==> src/rtl/demux1to4_3bit_buf.sv <==
`default_nettype none
// ============================================================================
// Module      : demux1to4_3bit_buf
// Description : Registered 1-to-4 demultiplexer with valid/ready handshakes.
//               One WIDTH-bit field from a single producer is routed to one of
//               four consumers chosen by in_sel. Each channel owns a one-entry
//               holding slot, so consumers stall independently of each other.
// Optional    : DEMUX_BCAST_EN adds in_bcast, which loads all four slots at
//               once. The transfer is accepted only when every slot can take it.
// Ports       : clk        - clock, all state updates on posedge
//               rst_n      - synchronous reset, active-low
//               in_data    - data to route (WIDTH)
//               in_sel     - destination channel 0..3
//               in_valid   - producer has data
//               in_ready   - block accepts this cycle (combinational)
//               out_data0..3 - per-channel slot data (WIDTH)
//               out_valid  - bit i = slot i holds data
//               out_ready  - bit i = consumer i accepts
//               in_bcast   - broadcast request (DEMUX_BCAST_EN only)
// Revision    : 1.0 - initial release
// ============================================================================
module demux1to4_3bit_buf #(
  parameter int WIDTH = 3
) (
  input  logic             clk,
  input  logic             rst_n,
  input  logic [WIDTH-1:0] in_data,
  input  logic [1:0]       in_sel,
  input  logic             in_valid,
  output logic             in_ready,
`ifdef DEMUX_BCAST_EN
  input  logic             in_bcast,
`endif
  output logic [WIDTH-1:0] out_data0,
  output logic [WIDTH-1:0] out_data1,
  output logic [WIDTH-1:0] out_data2,
  output logic [WIDTH-1:0] out_data3,
  output logic [3:0]       out_valid,
  input  logic [3:0]       out_ready
);

  logic [WIDTH-1:0] r_data [4];
  logic [3:0]       r_valid;
  logic [3:0]       w_ch_rdy;
  logic [3:0]       w_load;
  logic             w_accept;
  logic             w_bcast;

`ifdef DEMUX_BCAST_EN
  assign w_bcast = in_bcast;
`else
  assign w_bcast = 1'b0;
`endif

  // A slot can take new data when empty or when it is being drained this cycle.
  assign w_ch_rdy = ~r_valid | out_ready;

  // Deliberately independent of in_valid so the producer can look before it leaps.
  assign in_ready = w_bcast ? (&w_ch_rdy) : w_ch_rdy[in_sel];
  assign w_accept = in_valid & in_ready;

  generate
    for (genvar gi = 0; gi < 4; gi++) begin : g_ch
      assign w_load[gi] = w_accept & (w_bcast | (in_sel == 2'(gi)));

      always_ff @(posedge clk) begin
        if (!rst_n) begin
          r_valid[gi] <= 1'b0;
          r_data[gi]  <= '0;
        end else if (w_load[gi]) begin
          // Refill wins over drain, giving one transfer per cycle per channel.
          r_valid[gi] <= 1'b1;
          r_data[gi]  <= in_data;
        end else if (out_ready[gi]) begin
          // Data is kept on drain; only the flag drops.
          r_valid[gi] <= 1'b0;
        end
      end
    end
  endgenerate

  assign out_data0 = r_data[0];
  assign out_data1 = r_data[1];
  assign out_data2 = r_data[2];
  assign out_data3 = r_data[3];
  assign out_valid = r_valid;

endmodule
`default_nettype wire
==> config.mk <==
export PLATFORM = sky130hd
export DESIGN_NAME = demux1to4_3bit_buf
export DESIGN_NICKNAME = d
export VERILOG_FILES = /design/src/rtl/demux1to4_3bit_buf.sv
export SDC_FILE = /design/constraint.sdc
export NUM_CORES = 1
export LEC_CHECK = 0
export ABC_CLOCK_PERIOD_IN_PS = 2800
export BUFFER_PORTS_ARGS = -buffer_cell sky130_fd_sc_hd__buf_4
export CORE_UTILIZATION = 31
export DETAILED_ROUTE_END_ITERATION = 7
export PLACE_DENSITY = 0.6
export SYNTH_ARGS = -nofsm -noshare
export SYNTH_HDL_FRONTEND = slang
export SYNTH_SLANG_ARGS = --single-unit
==> constraint.sdc <==
create_clock -name clk -period 2.8 [get_ports clk]
set_input_delay 0.14 -clock clk [delete_from_list [all_inputs] [get_ports clk]]
set_output_delay 0.14 -clock clk [all_outputs]
set_load 0.01 [all_outputs]
==> qor.yml <==
outcome:
  status: "finished, final reports clean"
power_and_ir_drop:
  powerDensity_nw_per_um2: 445
  cellLeakagePower_nw: 0.411
  ir_drop_mv: 0.307
  total_power_uw: 451
layout:
  antennaDiodeCount: 0
  mostFrequentLayoutCells: "28 x buf_4, 12 x edfxtp_1, 9 x nor3_1, 4 x nand3_1, 4 x dfxtp_1"
  layout_commonest_cell: "buf_4"
  drive_gt1_frac: 0.460
  layout.nets: 101
  fin_util: 0.446
  area_growth_pct: 31.0
synthesis:
  synthDominantAreaCellType: "edfxtp_1"
  ys_types: 22
  netlist_instances: 60
  synth_seq_area_share: 0.569
  syn_area_per_cell_um2: 12.9
  synth_edf_count: 12
  synthesis.area_um2: 774
  synth_top_area_frac: 0.465
  postSynth.asyncResetShare: 0
  ys_warn_count: 0
  synth_top_flop_cell: "edfxtp_1"
  syn_nets: 72
  ys_ff_latch: 16
  yosys-top-cells-area: "edfxtp_1 47%, dfxtp_1 10%, nor3_1 5.8%"
timing:
  relSlewSlack: 0.689
  hold_ws_ns: 0.148
  min_period_ns: 1.51
  hold_viol: 0
  setup-violations-final: 0
  finClkSkew_ns: 0.000233
  tightest_slew_ns: 0.462
  drv_slew: 0
  timing.fmax_ghz: 0.662
  rsz0062_at_grt: "false"
  fin_crit_sh: 0.539
  finalSetupTns_ns: 0
critical_path:
  rrSetupSlack_ns: 1.49
  cp_cell_sequence: "nand2b_4, mux4_2, buf_4"
  cp_max_fo: 3
  cp-end-kind: "primary output"
  critPathLaunchType: "register"
  critPathBufInv: 1
  crit_slowest_cell: "mux4_2"
  path_class: "register to primary output"
  critPathTopFamily: "multiplexers"
  arrival_ns: 1.37
  cp.required_ns: 2.66
  slowest_delay_ns: 0.47
clock_tree:
  clk_pin_slew_worst_paths_ns: 0.08
  cts_resized: 0
  postCtsHoldBufs: 0
  cts_max_path_buffers: 2
  h-tree-depth: 1
  clock-sinks: 16
  postCtsSetupBuffers: 0
  cts_root_buf: "clkbuf_4"
  cts_tree: "built"
  cts_buffers: 3
  clk-insertion-delay-late_ns: 0.27
global_route:
  antenna_found_initial: 0
  grt_max_degree: 13
  grt_pass1_vias: 496
  grt_pass1_wl_um: 2170
  grtUsageTotal: 0.114
  grt_overflow_total: 0
routing:
  vias: 558
  viasPerCell: 4.85
  drc: 0
  avgRoutedWirePerCell_um: 12.5
  drt_iter0_drc: 3
  antenna_left: 0
  dr.pass1.iters: 4
  totalWireLength_um: 1440
floorplanning:
  core_area_um2: 2280
  initial_core_util: 0.340
  fp.dieW_um: 52.0
  io_pins: 29
  placement_rows: 17
  dieArea_um2: 2700
  die_y_um: 52.0
flow_run:
  max-cap-violations: 0
place:
  dp_hpwl_um: 1110
  portBuffers: 28
  gp_congestion: 0.730
hold_path:
  hold_class: "input pin to register"
## area by class of cell
type / instances / area, µm²
Multi-Input combinational cell: 39 / 303
Timing Repair Buffer: 28 / 210
Sequential cell: 16 / 440
Fill cell: 216 / 1260
Tap cell: 28 / 35.0
Inverter: 1 / 3.75
Clock buffer: 3 / 22.5
## power breakdown
| group | switching (mW) | internal (mW) | leakage [nW] |
|---|---|---|---|
| clock | 0.0628 | 0.0498 | 0.0138 |
| combinational | 0.0346 | 0.0351 | 0.236 |
| sequential | 0.00409 | 0.265 | 0.162 |
| total | 0.101 | 0.350 | 0.411 |
## worst min-delay path: stages
cell and delay [ns]:
buf_4 0.08, nand2b_4 0.11, a21boi_1 0.05
## cell families after synthesis
logic type	count (synthesis)	synth area share
buf+inv	5	0.0404
simple gates	30	0.260
flops	16	0.569
compound gates	8	0.102
mux	1	0.0291
## per-stage QoR
stage / std cells / cell area (µm²) / setup slack, ns
2_1_floorplan: 60 / 774 / 1.55
4_1_cts: 115 / 1010 / 1.28
5_1_grt: 115 / 1010 / 1.24
3_3_place_gp: 112 / 992 / 1.57
6_report: 115 / 1010 / 1.29
3_5_place_dp: 112 / 992 / 1.51
## layer usage
| metal | vias to the layer above | wire (µm) | track usage |
|---|---|---|---|
| li1 | 286 | - | - |
| met1 | 250 | 691 | 0.155 |
| met2 | 20 | 637 | 0.160 |
| met3 | 2 | 97 | 0.0234 |
| met4 | 0 | 8 | 0.0811 |
| met5 | - | 0 | 0 |
## state kept, by name, indices dropped and copies added (netlist names)
name       cells
out_valid      4
r_data        12
## cells in the mapped netlist, drive strengths merged (2+ instances only)
| cell type | n |
|---|---|
| nor2b | 2 |
| buf | 3 |
| nand3 | 4 |
| dfxtp | 4 |
| nand3b | 2 |
| nand2b | 6 |
| edfxtp | 12 |
| and2b | 2 |
| nor3 | 9 |
| a21boi | 3 |
| o31ai | 3 |
| nor4 | 3 |
## worst paths after layout
| path | start | to | cells past startpoint |
|---|---|---|---|
| setup / recovery | out_valid[3] | in_ready | 3 |
| hold / removal | out_ready[3] | out_valid[3] | 3 |
| setup reg to reg | out_valid[1] | r_data[1][1] | 2 |
| hold reg to reg | out_valid[2] | out_valid[2] | 2 |
(Power assumes the default switching activity.)
